## src/rtl/totient_pkg.sv

```systemverilog
// Shared constants and types for the Euler-totient display sequencer.
package totient_pkg;

    // phi(n+1) for sequence position n = 0..15
    localparam logic [3:0] PHI_TABLE [0:15] = '{
        4'd1, 4'd1, 4'd2, 4'd2, 4'd4, 4'd2, 4'd6, 4'd4,
        4'd6, 4'd4, 4'd10, 4'd4, 4'd12, 4'd6, 4'd8, 4'd8
    };

    // Segment patterns, bit order {A,B,C,D,E,F,G}, active-high
    localparam logic [6:0] SEG_0   = 7'b1111110;
    localparam logic [6:0] SEG_1   = 7'b0110000;
    localparam logic [6:0] SEG_2   = 7'b1101101;
    localparam logic [6:0] SEG_4   = 7'b0110011;
    localparam logic [6:0] SEG_6   = 7'b1011111;
    localparam logic [6:0] SEG_8   = 7'b1111111;
    localparam logic [6:0] SEG_OFF = 7'b0000000;

    typedef enum logic {
        PAUSE = 1'b0,
        RUN   = 1'b1
    } state_t;

endpackage

```

## src/rtl/totient_display_sequencer_if.sv

```systemverilog
// Control inputs and display outputs of the totient display sequencer.
interface totient_display_sequencer_if;
    logic       run;
    logic       step;
    logic       restart;
    logic [3:0] index;
    logic [3:0] value;
    logic       wrap;
    logic [1:0] an;
    logic       A, B, C, D, E, F, G;

    // Board side: buttons/switches in, display out
    modport master (
        output run, step, restart,
        input  index, value, wrap, an, A, B, C, D, E, F, G
    );

    // Sequencer side
    modport slave (
        input  run, step, restart,
        output index, value, wrap, an, A, B, C, D, E, F, G
    );
endinterface

```

## src/rtl/totient_seg_decode.sv

```systemverilog
// Digit code to 7-segment pattern with blanking; undefined codes are dark.
module totient_seg_decode
    import totient_pkg::*;
(
    input  logic [3:0] code,
    input  logic       blank,
    output logic [6:0] seg
);

    // Only the digits the totient sequence can produce have patterns
    always_comb begin
        seg = SEG_OFF;
        if (!blank) begin
            case (code)
                4'd0:    seg = SEG_0;
                4'd1:    seg = SEG_1;
                4'd2:    seg = SEG_2;
                4'd4:    seg = SEG_4;
                4'd6:    seg = SEG_6;
                4'd8:    seg = SEG_8;
                default: seg = SEG_OFF;
            endcase
        end
    end

endmodule

```

## src/rtl/totient_display_sequencer.sv

```systemverilog
// Steps phi(1)..phi(16) under run/step/restart and scans two shared-segment digits.
//
//   state | meaning
//   PAUSE | index held; step pulses advance it; tick counter frozen
//   RUN   | tick counter runs; index advances every TICK_DIV cycles
module totient_display_sequencer
    import totient_pkg::*;
#(
    parameter int TICK_DIV = 4,
    parameter int SCAN_DIV = 2
) (
    input  logic                        clk_0,
    input  logic                        R_n,
    totient_display_sequencer_if.slave  bus
);

    localparam logic [15:0] TICK_LAST = 16'(TICK_DIV - 1);
    localparam logic [15:0] SCAN_LAST = 16'(SCAN_DIV - 1);

    state_t      state_q, state_d;
    logic [15:0] tick_q, tick_d;
    logic [15:0] scan_q, scan_d;
    logic        digit_q, digit_d;     // 0 = ones, 1 = tens
    logic [3:0]  index_q, index_d;
    logic [3:0]  value_q, value_d;
    logic        wrap_q, wrap_d;
    logic [1:0]  an_q, an_d;
    logic [6:0]  seg_q, seg_d;
    logic        advance;
    logic        tens;
    logic        blank;
    logic [3:0]  digit_code;
    logic [6:0]  seg_dec;

    // Sequencing: restart beats run, run beats step; the entry edge into RUN does not count
    always_comb begin
        state_d = state_q;
        tick_d  = tick_q;
        index_d = index_q;
        wrap_d  = 1'b0;
        advance = 1'b0;
        if (bus.restart) begin
            index_d = 4'd0;
            tick_d  = 16'd0;
        end else begin
            if (state_q == PAUSE) begin
                if (bus.run) begin
                    state_d = RUN;
                end else if (bus.step) begin
                    advance = 1'b1;
                end
            end else begin
                if (tick_q == TICK_LAST) begin
                    tick_d  = 16'd0;
                    advance = 1'b1;
                end else begin
                    tick_d = tick_q + 16'd1;
                end
                if (!bus.run) begin
                    state_d = PAUSE;
                end
            end
            if (advance) begin
                index_d = index_q + 4'd1;
                wrap_d  = (index_q == 4'd15);
            end
        end
        value_d = PHI_TABLE[index_d];
    end

    // Free-running digit scan, unaffected by run/step/restart
    always_comb begin
        scan_d  = scan_q + 16'd1;
        digit_d = digit_q;
        if (scan_q == SCAN_LAST) begin
            scan_d  = 16'd0;
            digit_d = ~digit_q;
        end
    end

    // Split the current value into the active digit; a zero tens digit is blanked
    always_comb begin
        tens       = (value_q >= 4'd10);
        digit_code = digit_q ? {3'b000, tens} : (tens ? value_q - 4'd10 : value_q);
        blank      = digit_q & ~tens;
        an_d       = digit_q ? 2'b10 : 2'b01;
        seg_d      = seg_dec;
    end

    totient_seg_decode u_seg_decode (
        .code  (digit_code),
        .blank (blank),
        .seg   (seg_dec)
    );

    // State and registered outputs; an/seg lag the index/digit by one cycle
    always_ff @(posedge clk_0 or negedge R_n) begin
        if (!R_n) begin
            state_q <= PAUSE;
            tick_q  <= 16'd0;
            scan_q  <= 16'd0;
            digit_q <= 1'b0;
            index_q <= 4'd0;
            value_q <= 4'd1;
            wrap_q  <= 1'b0;
            an_q    <= 2'b00;
            seg_q   <= SEG_OFF;
        end else begin
            state_q <= state_d;
            tick_q  <= tick_d;
            scan_q  <= scan_d;
            digit_q <= digit_d;
            index_q <= index_d;
            value_q <= value_d;
            wrap_q  <= wrap_d;
            an_q    <= an_d;
            seg_q   <= seg_d;
        end
    end

    assign bus.index = index_q;
    assign bus.value = value_q;
    assign bus.wrap  = wrap_q;
    assign bus.an    = an_q;
    assign bus.A     = seg_q[6];
    assign bus.B     = seg_q[5];
    assign bus.C     = seg_q[4];
    assign bus.D     = seg_q[3];
    assign bus.E     = seg_q[2];
    assign bus.F     = seg_q[1];
    assign bus.G     = seg_q[0];

endmodule

```

## src/flat_wrapper.sv

```systemverilog
// flat-port wrapper written by rule: the top's interface ports become plain ports
module totient_display_sequencer_flat import totient_pkg::*;
#(
    parameter int TICK_DIV = 4,
    parameter int SCAN_DIV = 2
)
  (clk_0, R_n, bus_run, bus_step, bus_restart, bus_index, bus_value, bus_wrap, bus_an, bus_A, bus_B, bus_C, bus_D, bus_E, bus_F, bus_G);
  totient_display_sequencer_if bus_i ();
  input  logic clk_0;
  input  logic R_n;
  input wire logic [$bits(bus_i.run)-1:0] bus_run;
  input wire logic [$bits(bus_i.step)-1:0] bus_step;
  input wire logic [$bits(bus_i.restart)-1:0] bus_restart;
  output wire logic [$bits(bus_i.index)-1:0] bus_index;
  output wire logic [$bits(bus_i.value)-1:0] bus_value;
  output wire logic [$bits(bus_i.wrap)-1:0] bus_wrap;
  output wire logic [$bits(bus_i.an)-1:0] bus_an;
  output wire logic [$bits(bus_i.A)-1:0] bus_A;
  output wire logic [$bits(bus_i.B)-1:0] bus_B;
  output wire logic [$bits(bus_i.C)-1:0] bus_C;
  output wire logic [$bits(bus_i.D)-1:0] bus_D;
  output wire logic [$bits(bus_i.E)-1:0] bus_E;
  output wire logic [$bits(bus_i.F)-1:0] bus_F;
  output wire logic [$bits(bus_i.G)-1:0] bus_G;
  assign bus_i.run = bus_run;
  assign bus_i.step = bus_step;
  assign bus_i.restart = bus_restart;
  assign bus_index = bus_i.index;
  assign bus_value = bus_i.value;
  assign bus_wrap = bus_i.wrap;
  assign bus_an = bus_i.an;
  assign bus_A = bus_i.A;
  assign bus_B = bus_i.B;
  assign bus_C = bus_i.C;
  assign bus_D = bus_i.D;
  assign bus_E = bus_i.E;
  assign bus_F = bus_i.F;
  assign bus_G = bus_i.G;
  totient_display_sequencer #(.TICK_DIV(TICK_DIV), .SCAN_DIV(SCAN_DIV)) u_core (.clk_0(clk_0), .R_n(R_n), .bus(bus_i));
endmodule
```

## config.mk

```make
export PLATFORM = sky130hd
export DESIGN_NAME = totient_display_sequencer_flat
export DESIGN_NICKNAME = d
export VERILOG_FILES = /design/src/rtl/totient_pkg.sv /design/src/rtl/totient_display_sequencer_if.sv /design/src/rtl/totient_seg_decode.sv /design/src/rtl/totient_display_sequencer.sv /design/src/flat_wrapper.sv
export SDC_FILE = /design/constraint.sdc
export NUM_CORES = 1
export LEC_CHECK = 0
export ABC_AREA = 1
export BUFFER_PORTS_ARGS = -buffer_cell sky130_fd_sc_hd__buf_2
export CAP_MARGIN = 5
export CORE_MARGIN = 1
export CORE_UTILIZATION = 45
export CTS_CLUSTER_SIZE = 8
export DETAILED_ROUTE_END_ITERATION = 10
export SYNTH_ARGS = -nofsm -noshare
export SYNTH_HDL_FRONTEND = slang
export SYNTH_SLANG_ARGS = --single-unit
```

## constraint.sdc

```tcl
create_clock -name clk_0 -period 2.3 [get_ports clk_0]
set_input_delay 0.46 -clock clk_0 [delete_from_list [all_inputs] [get_ports clk_0]]
set_output_delay 0.46 -clock clk_0 [all_outputs]
set_load 0.05 [all_outputs]
```

==> results.cfg <==
[outcome]
outcome = completed

[setup_path]
crit_buf_inv = 1
cp_slowest_cell = dfrtp_1
worstPathRequired_ns = 2.50
max_stage_delay_ns = 0.40
path_class = register to register
startpoint = u_core.tick_q[0]
r2r_start = u_core.tick_q[0]
crit_arrival_ns = 2.30
path_cells = ha_1, nand2_1, nor2_2, nand2_4, nand2_8, a21oi_1, nor3_2, inv_2, ha_1, nand3b_1, nand3_1, nand2_1
crit_family = simple AND/OR/NAND/NOR gates
cp_max_fo = 5
endpoint_kind = register
startpoint_type = register

[route]
routedWlPerCell_um = 11.95
avgViaCountPerCell = 4.991
wirelength_mm = 5.268
drtIter0Drc = 44
dr.pass1.iters = 4
ant_nets = 0
drc = 0
num_vias = 2201

[pwr]
leakage_nw = 1.603
vdd_drop_max_mv = 0.5163
cellPowerDensity_nw_per_um2 = 678.4

[sta]
fmax_ghz = 0.4761
worst_pin_slew_ns = 0.4209
setup_viol = 0
finalCritPeriodShare_pct = 91.32
tns_ns = 0
min_period_ns = 2.100
slew_headroom_pct = 71.94
fin_worst_skew_ns = 0.003089
final_max_slew_viol_count = 0
rsz0062_at_grt = no
hold_viol = 0

[synthesis]
syn_area_sq_um = 2866
syn_area_per_cell_sq_um = 8.481
synth.distinct_cells = 39
ys_seq_elements = 50
synthArstFlopShare_pct = 100.0
syn-num-nets = 352
yosys_warnings = 0
synthCells = 338
yosysSeqAreaShare_pct = 43.69
ys_top_cells_by_count = nand2_1 (55), inv_1 (50), dfrtp_1 (49)
synth_area_leaders = dfrtp_1 (43%), nand2_1 (7.2%), inv_1 (6.5%)
yosysMostFrequentCell = nand2_1
synth_largest_area_cell = dfrtp_1
synth_edf_count = 0
synth_top_area_share_pct = 42.78
ys.flop_type = dfrtp_1

[floorplanning]
dieArea_sq_um = 6693
io_pins = 23
rows = 28
initial_core_util_pct = 47.57
core_area_sq_um = 6026
die_y_um = 81.81
die-width_um = 81.81

[global_route]
first_global_vias = 2108
grt.total_usage_pct = 18.11
grt_first_pass_wirelength_mm = 9.349
overflow = 0
grt_max_degree = 20
antenna_found_initial = 0

[run]
maxCapViolCount = 0

[layout]
fin_nets = 379
fin_cells = 441
area_delta_synth_final_pct = 11.92
fill_cells = 578
drive_gt1_share_pct = 18.58
fin_util_pct = 53.24
design_area_sq_um = 3208
antenna_cells = 0

[clock_tree]
cts.htree.levels = 2
clk_latency_ns = 0.30
clk_path_buf_depth = 2
cts_tree = yes
hold_buffers = 0
clk_pin_slew_worst_paths_ns = 0.09
cts.sinks = 50
cts_made_buffers = 5
cts-root-buf = clkbuf_8

[placement]
placedCellCount = 433
routabilityCongestion = 0.8243
io_buffers = 22
hpwl_mm = 4.052
place_area_sq_um = 3065

[hold_path]
min_path_type = input pin to async pin
cell usage in the layout (no fill, tap or decap), drive strengths merged:
cell	instances
nand2	65
inv	53
dfrtp	49
nor2	39
nand3	27
buf	27
xor2	19
o21ai	17
nand4	12
ha	9
nor4	7
nor3	7
a21oi	6
clkbuf	6
clkinv	3
xnor2	3
nand3b	3
o22ai	3
o211ai	3
bufinv	2
o21bai	1
a31oi	1
a32o	1
o31ai	1
o32ai	1
dfstp	1
path summary, 6_finish.rpt:
kind / end / slack, ns / depth (start not counted)
max reg2reg: u_core.bus.value[1] / 0.20 / 12
min reg2reg: u_core.bus.an[1] / 0.41 / 0
min: u_core.scan_q[5] / 0.09 / 1
max: u_core.bus.value[1] / 0.20 / 12
min in group clk_0: u_core.bus.an[1] / 0.41 / 0
max in group asynchronous: u_core.bus.value[0] / 1.57 / 2
through the flow:
step | hold slack [ns] | total power [mW] | worst slack, ns
2_1_floorplan | 0.1644 | 1.350 | 0.2956
3_3_place_gp | 0.3855 | 1.449 | 0.2112
3_5_place_dp | 0.3863 | 1.456 | 0.1615
4_1_cts | 0.09497 | 2.210 | 0.1469
5_1_grt | 0.1172 | 2.291 | 0.01543
6_report | 0.08574 | 2.176 | 0.1997
repair_timing:
action                     4_1_cts  5_1_grt
setup buffers                    0        0
gates resized for setup          0        1
setup endpoints to repair        0        1
registers in the layout (all words and copies together), names as in the netlist:
name              flops
u_core.bus.value      4
u_core.digit_q        1
u_core.bus.wrap       1
u_core.bus.index      4
u_core.seg_q          5
u_core.state_q        1
u_core.tick_q        16
u_core.bus.an         2
u_core.scan_q        16
where the power goes:
group	internal [mW]	total [mW]	switching [mW]	leakage [nW]
Combinational	0.118	0.479	0.361	0.862
Sequential	0.926	0.955	0.0290	0.670
Clock	0.464	0.743	0.280	0.0714
cell type report:
class / instances / area [sq um] / area share [%]
Multi-Input combinational cell: 225 / 1361 / 42.43
Clock buffer: 6 / 82.58 / 2.574
Clock inverter: 2 / 60.06 / 1.872
Sequential cell: 50 / 1252 / 39.04
Inverter: 56 / 210.2 / 6.552
Tap cell: 75 / 93.84 / 2.925
Timing Repair Buffer: 27 / 147.6 / 4.602
cells by family (layout without fill, tap and decap cells):
kind of cell             Yosys count  after routing  share of synthesized area [%]
buffers and inverters             63             91                          8.817
adder cells (fa/ha/maj)            9              9                          3.928
XOR/XNOR                          22             22                          6.722
flip-flops                        50             50                          43.69
AND/OR/NAND/NOR                  160            160                          29.68
AO/OA/AOI/OAI                     34             34                          7.159
routing by layer:
metal	vias to the layer above	share of wire [%]	track usage (%)
met5	-	0	0
met4	0	1.1	5.439
met3	5	3.5	3.667
met2	37	48	30.08
met1	1018	48	23.64
li1	1141	-	-
No activity file was read; power rests on OpenSTA's default activity.
